### config.mk
export PLATFORM = sky130hd
export DESIGN_NAME = mem_port_arbiter
export DESIGN_NICKNAME = d
export VERILOG_FILES = /design/src/rtl/mem_port_arbiter_pkg.sv /design/src/rtl/starve_counter.sv /design/src/rtl/mem_port_arbiter.sv
export SDC_FILE = /design/constraint.sdc
export NUM_CORES = 1
export LEC_CHECK = 0
export ABC_AREA = 1
export BUFFER_PORTS_ARGS = -buffer_cell sky130_fd_sc_hd__buf_2
export CAP_MARGIN = 20
export CORE_AREA = 2 2 108 110
export CTS_CLUSTER_DIAMETER = 30
export DETAILED_ROUTE_END_ITERATION = 10
export DIE_AREA = 0 0 110 112
export PLACE_DENSITY_LB_ADDON = 0.05
export SYNTH_ARGS = -nofsm -noshare
export SYNTH_HDL_FRONTEND = slang
export SYNTH_HIERARCHICAL = 1
export SYNTH_SLANG_ARGS = --single-unit
### constraint.sdc
create_clock -name clk -period 1.6 [get_ports clk]
set_input_delay 0 -clock clk [delete_from_list [all_inputs] [get_ports clk]]
set_output_delay 0 -clock clk [all_outputs]
set_load 0.01 [all_outputs]
### src/rtl/mem_port_arbiter_pkg.sv
// Shared encodings for the unified-memory port arbiter: requester ownership, FSM states
// and byte-mask width helpers.
package mem_port_arbiter_pkg;

  typedef enum logic {
    OWN_IF = 1'b0,
    OWN_D  = 1'b1
  } owner_e;

  typedef enum logic {
    S_IDLE    = 1'b0,
    S_WAIT_RD = 1'b1
  } state_e;

  localparam int unsigned StreakW = 4;

  function automatic int unsigned mask_width(input int unsigned dw);
    return dw / 8;
  endfunction

endpackage

### src/rtl/starve_counter.sv
// Saturating streak counter: counts consecutive data grants taken while fetch waits,
// so the arbiter can force a fetch grant once the streak reaches MAX.
module starve_counter
  import mem_port_arbiter_pkg::*;
#(
  parameter int unsigned MAX = 4
) (
  input  logic clk,
  input  logic rst_n,
  input  logic inc,
  input  logic clr,
  output logic sat
);

  logic [StreakW-1:0] cnt_q, cnt_d;

  always_comb begin
    cnt_d = cnt_q;
    if (clr) begin
      cnt_d = '0;
    end else if (inc && (cnt_q != StreakW'(MAX))) begin
      cnt_d = cnt_q + StreakW'(1);
    end
  end

  always_ff @(posedge clk) begin
    if (!rst_n) begin
      cnt_q <= '0;
    end else begin
      cnt_q <= cnt_d;
    end
  end

  assign sat = (cnt_q == StreakW'(MAX));

endmodule

### src/rtl/mem_port_arbiter.sv
// Arbitrates one single-ported memory between instruction fetch and load/store, tracking
// the owner of the outstanding read and raising the pipeline stall while anyone waits.
module mem_port_arbiter
  import mem_port_arbiter_pkg::*;
#(
  parameter int unsigned AW           = 32,
  parameter int unsigned DW           = 32,
  parameter int unsigned MAX_D_STREAK = 4
) (
  input  logic          clk,
  input  logic          rst_n,
  input  logic          if_req,
  input  logic [AW-1:0] if_addr,
  output logic          if_gnt,
  output logic          if_rvalid,
  output logic [DW-1:0] if_rdata,
  input  logic          d_req,
  input  logic          d_we,
  input  logic [DW/8-1:0] d_wmask,
  input  logic [AW-1:0] d_addr,
  input  logic [DW-1:0] d_wdata,
  output logic          d_gnt,
  output logic          d_rvalid,
  output logic [DW-1:0] d_rdata,
  output logic          mem_req,
  output logic          mem_we,
  output logic [DW/8-1:0] mem_wmask,
  output logic [AW-1:0] mem_addr,
  output logic [DW-1:0] mem_wdata,
  input  logic          mem_ready,
  input  logic          mem_rvalid,
  input  logic [DW-1:0] mem_rdata,
  output logic          stall
);

  localparam int unsigned MaskW = mask_width(DW);

  state_e state_q, state_d;
  owner_e owner_q, owner_d;

  logic window;
  logic sel_d, sel_if;
  logic grant;
  logic streak_sat;

  // A read response arriving this cycle frees the port for a zero-bubble follow-on issue.
  assign window = (state_q == S_IDLE) || mem_rvalid;
  assign sel_d  = d_req && !(if_req && streak_sat);
  assign sel_if = !sel_d && if_req;

  always_comb begin
    mem_req   = 1'b0;
    mem_we    = 1'b0;
    mem_wmask = '0;
    mem_addr  = '0;
    mem_wdata = '0;
    if (rst_n && window && (d_req || if_req)) begin
      mem_req = 1'b1;
      if (sel_d) begin
        mem_we    = d_we;
        mem_wmask = d_we ? d_wmask : MaskW'(0);
        mem_addr  = d_addr;
        mem_wdata = d_wdata;
      end else begin
        mem_addr = if_addr;
      end
    end
  end

  assign grant  = mem_req && mem_ready;
  assign d_gnt  = grant && sel_d;
  assign if_gnt = grant && sel_if;

  assign if_rvalid = rst_n && mem_rvalid && (state_q == S_WAIT_RD) && (owner_q == OWN_IF);
  assign d_rvalid  = rst_n && mem_rvalid && (state_q == S_WAIT_RD) && (owner_q == OWN_D);
  assign if_rdata  = rst_n ? mem_rdata : '0;
  assign d_rdata   = rst_n ? mem_rdata : '0;

  assign stall = rst_n && ((if_req && !if_gnt) || (d_req && !d_gnt) ||
                           ((state_q == S_WAIT_RD) && !mem_rvalid));

  always_comb begin
    state_d = state_q;
    owner_d = owner_q;
    if ((state_q == S_WAIT_RD) && mem_rvalid) begin
      state_d = S_IDLE;
    end
    if (grant) begin
      if (sel_d && d_we) begin
        state_d = S_IDLE;
      end else begin
        state_d = S_WAIT_RD;
        owner_d = sel_d ? OWN_D : OWN_IF;
      end
    end
  end

  always_ff @(posedge clk) begin
    if (!rst_n) begin
      state_q <= S_IDLE;
      owner_q <= OWN_IF;
    end else begin
      state_q <= state_d;
      owner_q <= owner_d;
    end
  end

  starve_counter #(
    .MAX (MAX_D_STREAK)
  ) u_starve (
    .clk   (clk),
    .rst_n (rst_n),
    .inc   (d_gnt && if_req),
    .clr   (if_gnt || !if_req),
    .sat   (streak_sat)
  );

endmodule

==> results.tsv, run 1 <==
stage	metric	value	unit
clock_network	clock-pin slew on the worst setup and hold paths	0.04	ns
logic_synthesis	Syn. warnings	6	
timing	Hold Fails Final Rpt	0	
grt	largest net degree at the start of global routing	36	
logic_synthesis	Seq cells post-synth	6	
critical_path	kind of critical path	flop to primary output	
placed_design	GPL Wtd Cong	0.763	
drt	routed wire length	8940	µm
critical_path	Crit Path Max Fanout	3	
logic_synthesis	register area share after synthesis	6.51	%
finish	share of cells above drive strength 1	66.3	%
timing	RSZ-0062 raised after global routing	true	
logic_synthesis	post-synthesis cell type count	22	
finish	post-route cell area	3870	µm²
timing	Peak Freq	585	MHz
placed_design	Placed Area	3260	µm²
timing	endpoints failing setup	73	
clock_network	CTS tree	yes	
finish	area grow syn2layout	110	%
logic_synthesis	syn_nets	497	
clock_network	CTS Buf Count	3	
finish	number of diodes	0	
grt	GRT overflow	0	
timing	worst setup margin	-0.109	ns
worst_hold_path	class of the worst hold path	input port to flop	
logic_synthesis	synthesized area	1850	µm²
timing	Final Critical Period	1.71	ns
floorplanning	num ports	278	
drt	Avg WL per Cell	11.7	µm
grt	met2 Track Usage GR	24.8	%
floorplanning	Die Y	112	µm
drt	DRT antenna net count	0	
clock_network	CTS root buf	clkbuf_16	
floorplanning	Starting Density	16.5	%
logic_synthesis	Avg Cell Area, Syn	5.18	µm²
drt	Starting DRT DRC Count	100	
finish	number of nets in the layout	763	
finish	commonest non-fill, non-tap cell in the layout	buf_2	
drt	via count	2991	
floorplanning	core area	11200	µm²
run_status	status	finished with violations	
clock_network	H-tree depth	1	
clock_network	CTS Sinks	6	
pwr	Pleak	2.48	nW
logic_synthesis	area leader, netlist	nand2_1	
logic_synthesis	top-area cell type share of the netlist area	28.9	%
grt	first-pass GRT wire length	12100	µm
drt	drt pass-1 iters	4	
pwr	VDD IR-drop max	0.382	mV
floorplanning	die width	110	µm
critical_path	Crit path required time	1.60	ns
drt	mean number of vias per cell	3.92	
finish	most frequent cells in the layout	buf_2, nand2_1, inv_1	
clock_network	clock buffer depth	2	
critical_path	Critical Path Source Type	flop	
critical_path	crit path launch	u_starve/cnt_q[1]	
clock_network	hold_buf cts	0	
grt	vias in the first global route	2563	
timing	Slew @ Worst Pin	0.344	ns
critical_path	launch point of the worst reg-to-reg path	u_starve/cnt_q[1]	
critical_path	crit end category	primary output	
logic_synthesis	Post-Synthesis Cells	356	
critical_path	crit path DAT	1.71	ns
grt	initial antenna violation count	0	
timing	Worst Clk Skew	0.00150	ns
grt	M1 GR Usage	12.7	%
timing	Worst slew margin	77.0	%
critical_path	reg2reg path depth	13	
worst_hold_path	hold depth	3	
timing	Pins Over Slew Limit	0	
placed_design	# port buffers	277	
run_status	failing checks	negative setup slack	
timing	fin crit share	107	%
grt	met3 Use GR	1.76	%
logic_synthesis	top post-synthesis cells by area	nand2_1, buf_4, a21oi_2, inv_1, nor2_1	
pwr	pwr dens	385	nW/µm²
flow_run	# Max-Cap Violations	0	
floorplanning	Row Count	39	
placed_design	Post-DP HPWL	6840	µm
placed_design	dpl ws	0.0217	ns
drt	remaining routing DRC violations	0	
floorplanning	die area	12300	µm²
grt	All-Layer GR Usage	12.2	%
grt	Most Crowded Layer GR	met2	
worst_hold_path	Worst Hold Launch	rst_n	
clock_network	worst skew pair latency	0.23	ns
[worst max-delay path, cell delays in order (launching register included)]
cell	delay [ns]
dfxtp_2	0.32
inv_2	0.07
ha_4	0.13
nand3_2	0.07
inv_2	0.07
nand2_2	0.05
nand2_4	0.10
buf_6	0.11
nand4_1	0.11
nand2_1	0.12
nand2_1	0.07
nor2_1	0.09
nor2_1	0.04
buf_2	0.13
[metrics by stage]
stage               util [%]  std cells  hold slack (ns)  TNS, ns  power, mW
global route            34.6        763           0.0689   -11.00       1.60
detailed placement      29.2        743            0.283        0      0.943
CTS                     32.4        757           0.0574    -5.31       1.44
global placement        29.2        743            0.280        0      0.947
finish                  34.6        763           0.0542    -4.92       1.49
floorplan                  -        356           0.0871        0      0.607
[synthesized netlist by cell type]
library cell  instances
a21boi_2              1
nand3_2               2
dfxtp_1               6
or2_1                 1
buf_2                 9
nand3_1               2
clkbuf_1              3
nor3b_1               1
nor2_4                1
ha_1                  2
nand2_1             142
a21oi_2              28
a21oi_1               6
nand2_2               3
inv_2                 3
buf_4                33
o21ai_0               2
nand4_1               2
nor2_2                3
buf_6                 7
inv_1                51
nor2_1               48
[where the power goes]
group          internal [mW]  switching, mW
Sequential             0.154        0.00161
Clock                  0.322         0.0923
Combinational          0.448          0.470
Total                  0.924          0.564
[per-layer routing]
metal / vias to the layer above / share of wire (%)
met4: 0 / 1.3
met5: - / 0
met1: 1300 / 36
li1: 1544 / -
met3: 8 / 8.8
met2: 139 / 53
[timing repair]
action,in CTS,in global routing
cloned,3,6
pin swaps,9,12
buffers inserted,9,0
resized for setup,44,38
setup endpoints to repair,72,76
[flip-flops by register name, summed over array words and instances, names as in the netlist]
name,count
state_q,1
u_starve/cnt_q,4
owner_q,1
[final timing paths]
kind | endpoint | slack, ns
worst max-delay path | stall | -0.11
worst max register to register | u_starve/cnt_q[0] | -0.08
worst min register to register | owner_q | 0.47
worst min-delay path | state_q | 0.05
[layout make-up]
type	instances	area, µm²
multi-input combinational	244	1310
sequential	6	123
tap	143	179
timing repair inverter	1	16.3
clock buffer	3	75.1
fill	1251	7310
timing repair buffer	312	1940
inverter	54	229
[kinds of logic after synthesis]
kind of cell / Yosys count / synth area share [%]
compound gates: 37 / 16.1
simple gates: 205 / 44.3
fa+ha+maj: 2 / 1.36
buf+inv: 106 / 31.7
flops: 6 / 6.51
Note: power is estimated with default switching activity, not from simulation.
==> run 2: changes to the inputs <==
--- a/config.mk
+++ b/config.mk
@@ -9,8 +9,10 @@
 export BUFFER_PORTS_ARGS = -buffer_cell sky130_fd_sc_hd__buf_2
 export CAP_MARGIN = 20
-export CORE_AREA = 2 2 108 110
+export CELL_PAD_IN_SITES_DETAIL_PLACEMENT = 1
+export CELL_PAD_IN_SITES_GLOBAL_PLACEMENT = 2
+export CORE_AREA = 2 2 139 141
 export CTS_CLUSTER_DIAMETER = 30
 export DETAILED_ROUTE_END_ITERATION = 10
-export DIE_AREA = 0 0 110 112
+export DIE_AREA = 0 0 141 143
 export PLACE_DENSITY_LB_ADDON = 0.05
 export SYNTH_ARGS = -nofsm -noshare
==> constraint.sdc (replaced) <==
create_clock -name clk -period 1.6 [get_ports clk]
set_input_delay 0 -clock clk [delete_from_list [all_inputs] [get_ports clk]]
set_output_delay 0 -clock clk [all_outputs]
set_load 0.1 [all_outputs]
==> results.tsv, run 2 (synthesis results as in run 1) <==
stage	metric	value	unit
run_status	status	finished with violations	
run_status	failing checks	negative setup slack	
timing	Slew @ Worst Pin	0.498	ns
clock_network	hold_buf cts	0	
pwr	Clk network pwr share	13.2	%
finish	max reg flops	4	
critical_path	CP bufs+invs	6	
drt	mean number of vias per cell	3.62	
grt	GRT overflow	0	
timing	RSZ-0062 raised after global routing	true	
timing	TNS Setup	-9.94	ns
critical_path	reg2reg path depth	12	
timing	Hold Fails Final Rpt	0	
timing	endpoints failing setup	74	
drt	Avg WL per Cell	13.5	µm
grt	first-pass GRT wire length	17400	µm
finish	largest registers	u_starve/cnt_q: 4 flops, owner_q: 1 flops, state_q: 1 flops	
critical_path	slowest cell on the critical path	dfxtp_2	
clock_network	clock-pin slew on the worst setup and hold paths	0.04	ns
floorplanning	die width	141	µm
pwr	switch share	61.1	%
pwr	VDD IR-drop max	0.470	mV
finish	fin util	29.9	%
floorplanning	num ports	278	
critical_path	crit end category	primary output	
drt	DRT antenna net count	0	
flow_run	# Max-Cap Violations	0	
critical_path	crit path launch	u_starve/cnt_q[1]	
placed_design	Placed Area	5080	µm²
clock_network	clock buffer depth	2	
drt	via count	3076	
placed_design	# port buffers	277	
drt	drt pass-1 iters	4	
critical_path	Crit path required time	1.60	ns
grt	All-Layer GR Usage	10.8	%
grt	initial antenna violation count	1	
critical_path	kind of critical path	flop to primary output	
critical_path	CP delay by family, top	buffers and inverters	
placed_design	dpl ws	-0.00347	ns
clock_network	CTS tree	yes	
clock_network	CTS root buf	clkbuf_16	
critical_path	reg-to-reg endpoint	u_starve/cnt_q[0]	
placed_design	GPL Wtd Cong	0.739	
floorplanning	core area	18600	µm²
floorplanning	Row Count	50	
critical_path	Max stage delay on crit path	0.33	ns
floorplanning	Starting Density	9.93	%
floorplanning	die area	20200	µm²
drt	Starting DRT DRC Count	56	
critical_path	Critical Path Source Type	flop	
timing	Worst Clk Skew	0.000363	ns
pwr	Pint	1.23	mW
clock_network	CTS Sinks	6	
pwr	Pleak	2.74	nW
critical_path	crit-path cells	inv_2 -> ha_4 -> nand3_4 -> inv_2 -> nand2_4 -> nand2_8 -> inv_12 -> buf_12 -> clkbuf_16 -> nand2_4 -> a21oi_4 -> buf_12	
pwr	Sw Pwr	1.93	mW
drt	routed wire length	11500	µm
drt	remaining routing DRC violations	0	
finish	area grow syn2layout	201	%
pwr	pwr dens	567	nW/µm²
timing	Peak Freq	554	MHz
clock_network	H-tree depth	1	
placed_design	Post-DP HPWL	9860	µm
finish	Finished Layout Cells	850	
clock_network	CTS Buf Count	3	
critical_path	worst reg2reg setup slack	-0.12	ns
grt	largest net degree at the start of global routing	36	
finish	commonest non-fill, non-tap cell in the layout	buf_2	
grt	vias in the first global route	3151	
timing	Pins Over Slew Limit	0	
timing	Final Critical Period	1.81	ns
critical_path	crit path DAT	1.81	ns
worst_hold_path	class of the worst hold path	input port to flop	
clock_network	worst skew pair latency	0.23	ns
critical_path	Crit Path Max Fanout	7	
critical_path	launch point of the worst reg-to-reg path	u_starve/cnt_q[1]	
finish	number of nets in the layout	758	
finish	post-route cell area	5560	µm²
timing	fin crit share	113	%
critical_path	Stages on worst setup path	12	
placed_design	placed insts	832	
floorplanning	Die Y	143	µm
critical_path	Worst Setup EP	mem_addr[28]	
timing	worst setup margin	-0.205	ns
pwr	Reg power frac	5.0	%
pwr	Comb pwr share	81.9	%
finish	Biggest register	u_starve/cnt_q	
timing	Worst slew margin	67.0	%
finish	share of cells above drive strength 1	72.0	%
finish	most frequent cells in the layout	buf_2, nand2_1, buf_12	
## run 2: changes by cell type in the layout (fill, tap and decap cells not counted), sizes merged
cell	delta
clkbuf	-4
clkinv	-2
clkinvlp	+2
diode	+1
inv	-1
## run 2: routing by layer
metal / vias to the layer above / track usage, % / wire length, µm
li1: 1536 / - / -
met1: 1393 / 12.7 / 4300
met2: 143 / 21.4 / 6470
met3: 4 / 1.21 / 631
met4: 0 / 1.42 / 54
met5: - / 0 / 0
## run 2: per-stage QoR
step | hold slack, ns | power, mW
2_1_floorplan | 0.199 | 1.97
3_3_place_gp | 0.317 | 2.64
6_report | 0.0826 | 3.15
5_1_grt | 0.102 | 3.27
3_5_place_dp | 0.334 | 2.65
4_1_cts | 0.0894 | 3.16
## run 2: power groups by stage
stage	clock network, mW	registers [mW]	logic (mW)
floorplan	0	0.158	1.81
detailed placement	0	0.159	2.50
finish	0.415	0.156	2.58
CTS	0.427	0.156	2.58
global route	0.433	0.156	2.68
global placement	0	0.158	2.49
## run 2: layout make-up
type / count / area [µm²]
fillers: 2220 / 13000
repair buffers: 308 / 2950
multi-input cells: 244 / 1900
well taps: 234 / 293
inverters: 54 / 223
flip-flops and latches: 6 / 124
clock buffers: 3 / 75.1
diodes: 1 / 2.50
## run 2: timing repair
item                       CTS  global route
cloned                       2             1
pin swaps                   22            23
resized for setup           39            26
setup endpoints to repair   71            76
setup buffers               10             2
## run 2: how the worst min path moves through the flow
stage	from	to	slack (ns)	cells past startpoint
3_3_place_gp	rst_n	state_q	0.32	3
6_report	rst_n	state_q	0.08	3
4_1_cts	rst_n	state_q	0.09	3
3_5_place_dp	rst_n	state_q	0.33	3
5_1_grt	rst_n	state_q	0.10	3
2_1_floorplan	d_wmask[0]	mem_wmask[0]	0.20	2
## run 2: worst reg2reg max path, cell delays in order, from the launching register on
cell and delay (ns):
dfxtp_2 0.33, inv_2 0.05, ha_4 0.15, nand3_4 0.05, inv_2 0.04, nand2_4 0.08, nand2_8 0.10, buf_6 0.14
buf_6 0.10, nor3b_4 0.24, nand2_2 0.12, o21ai_1 0.15, nor2_1 0.05
==> run 3: changes to the inputs <==
CELL_PAD_IN_SITES_GLOBAL_PLACEMENT = 1   (was 2)
CORE_AREA = 2 2 118 120   (was 2 2 139 141)
DIE_AREA = 0 0 120 122   (was 0 0 141 143)
==> results.tsv, run 3 (synthesis results as in run 1) <==
stage	metric	value	unit
run_status	status	finished with violations	
run_status	failing checks	negative setup slack	
timing	Pins Over Slew Limit	0	
floorplanning	Row Count	43	
clock_network	clock buffer depth	2	
floorplanning	num ports	278	
drt	via count	3089	
floorplanning	die area	14600	µm²
clock_network	clock-pin slew on the worst setup and hold paths	0.04	ns
floorplanning	Die Y	122	µm
grt	largest net degree at the start of global routing	36	
finish	largest registers	u_starve/cnt_q: 4 flops, owner_q: 1 flops, state_q: 1 flops	
timing	worst setup margin	-0.144	ns
critical_path	reg-to-reg endpoint	u_starve/cnt_q[1]	
pwr	VDD IR-drop max	0.413	mV
grt	GRT overflow	0	
worst_hold_path	hold depth	3	
critical_path	Max stage delay on crit path	0.31	ns
worst_hold_path	Worst Hold End	state_q	
pwr	Power Total	3.15	mW
timing	RSZ-0062 raised after global routing	true	
finish	multi-input logic area	1970	µm²
drt	remaining routing DRC violations	0	
finish	fin util	40.5	%
critical_path	launch point of the worst reg-to-reg path	u_starve/cnt_q[0]	
finish	area grow syn2layout	196	%
placed_design	Post-DP HPWL	9020	µm
drt	Starting DRT DRC Count	48	
flow_run	# Max-Cap Violations	0	
critical_path	crit path DAT	1.74	ns
critical_path	crit-path cells	inv_2 -> ha_4 -> nand3_4 -> inv_2 -> nand2_4 -> nand2_8 -> nand4_1 -> nand2_1 -> nand2_1 -> nor2_2 -> nor2_4 -> buf_12	
worst_hold_path	Worst Hold Launch	rst_n	
finish	number of nets in the layout	753	
timing	endpoints failing setup	72	
clock_network	H-tree depth	1	
finish	Sequential cell area	124	µm²
finish	most frequent cells in the layout	buf_2, nand2_1, buf_12	
timing	Final Critical Period	1.74	ns
floorplanning	core area	13500	µm²
clock_network	worst skew pair latency	0.23	ns
finish	# fillers	1627	
clock_network	CTS tree	yes	
grt	initial antenna violation count	1	
finish	Biggest register	u_starve/cnt_q	
timing	Worst Clk Skew	0.00181	ns
critical_path	slowest cell on the critical path	dfxtp_2	
drt	Avg WL per Cell	13.8	µm
timing	Peak Freq	574	MHz
critical_path	Critical Path Source Type	flop	
timing	Hold Fails Final Rpt	0	
clock_network	CTS Sinks	6	
drt	mean number of vias per cell	3.91	
drt	DRT antenna net count	0	
pwr	Pleak	2.74	nW
finish	max reg flops	4	
clock_network	CTS Buf Count	3	
critical_path	reg2reg path depth	11	
pwr	pwr dens	576	nW/µm²
placed_design	dpl ws	-0.00320	ns
floorplanning	Starting Density	13.7	%
critical_path	crit end category	primary output	
grt	All-Layer GR Usage	13.9	%
timing	fin crit share	109	%
placed_design	GPL Wtd Cong	0.700	
critical_path	Crit path required time	1.60	ns
timing	Worst slew margin	66.5	%
finish	commonest non-fill, non-tap cell in the layout	buf_2	
worst_hold_path	class of the worst hold path	input port to flop	
floorplanning	die width	120	µm
critical_path	worst reg2reg setup slack	-0.09	ns
placed_design	# port buffers	277	
finish	share of cells above drive strength 1	73.8	%
clock_network	CTS root buf	clkbuf_16	
grt	vias in the first global route	3185	
critical_path	Crit Path Max Fanout	7	
timing	Slew @ Worst Pin	0.506	ns
grt	first-pass GRT wire length	16600	µm
drt	drt pass-1 iters	4	
critical_path	kind of critical path	flop to primary output	
drt	routed wire length	10900	µm
run 3: cell count changes in the layout (fill, tap and decap cells not counted), moves of 4 or more:
| cell | change |
|---|---|
| nand2_4 | +8 |
| buf_12 | -4 |
| nand2_2 | +6 |
| nand2_1 | -14 |
run 3: per-stage QoR:
step	TNS [ns]	cell area, µm²	instances	hold slack (ns)
4_1_cts	-7.93	5370	788	0.103
6_report	-6.68	5470	791	0.0958
3_5_place_dp	-0.00320	4960	775	0.342
3_3_place_gp	0	4960	775	0.316
5_1_grt	-14.05	5470	791	0.108
2_1_floorplan	-3.19	2460	356	0.199
run 3: final cells by class:
type	count	area share (%)
antenna	1	0.0457
clock buffer	3	1.37
inverter	54	4.12
multi-input combinational	244	36.0
sequential	6	2.26
tap	180	4.12
timing repair buffer	303	52.1
run 3: worst max-delay path by stage:
stage                      start      endpoint  slack [ns]  cells past startpoint
2_1_floorplan  u_starve/cnt_q[0]         stall       -0.13                     10
3_3_place_gp   u_starve/cnt_q[0]   mem_addr[2]        0.02                     11
5_1_grt        u_starve/cnt_q[1]         stall       -0.26                     12
3_5_place_dp   u_starve/cnt_q[0]   mem_addr[2]      -0.003                     11
4_1_cts        u_starve/cnt_q[1]  mem_addr[19]       -0.17                     11
6_report       u_starve/cnt_q[0]         stall       -0.14                     12
run 3: what timing repair did:
action,in CTS,in global routing
gates resized for setup,55,25
hold buffers,0,0
pin swaps,19,26
setup endpoints to repair,71,75
gates cloned,3,2
buffers inserted,7,3
run 3: layer usage:
metal / track usage (%) / part of all wire, % / vias to the layer above
met3: 2.34 / 7.0 / 0
met4: 1.25 / 0 / 0
met5: 0 / 0 / -
met1: 14.6 / 34 / 1422
met2: 29.2 / 59 / 136
li1: - / - / 1531
run 3: where the power goes:
group / internal (mW) / total, mW / switching [mW]
Combinational: 0.742 / 2.58 / 1.84
Sequential: 0.154 / 0.156 / 0.00202
Clock: 0.321 / 0.409 / 0.0877
run 3: critical path, delay by kind of cell, from the launching register on:
family	cells	cell delay [ns]
simple gates	8	0.77
flops	1	0.31
buf+inv	3	0.30
fa+ha+maj	1	0.13
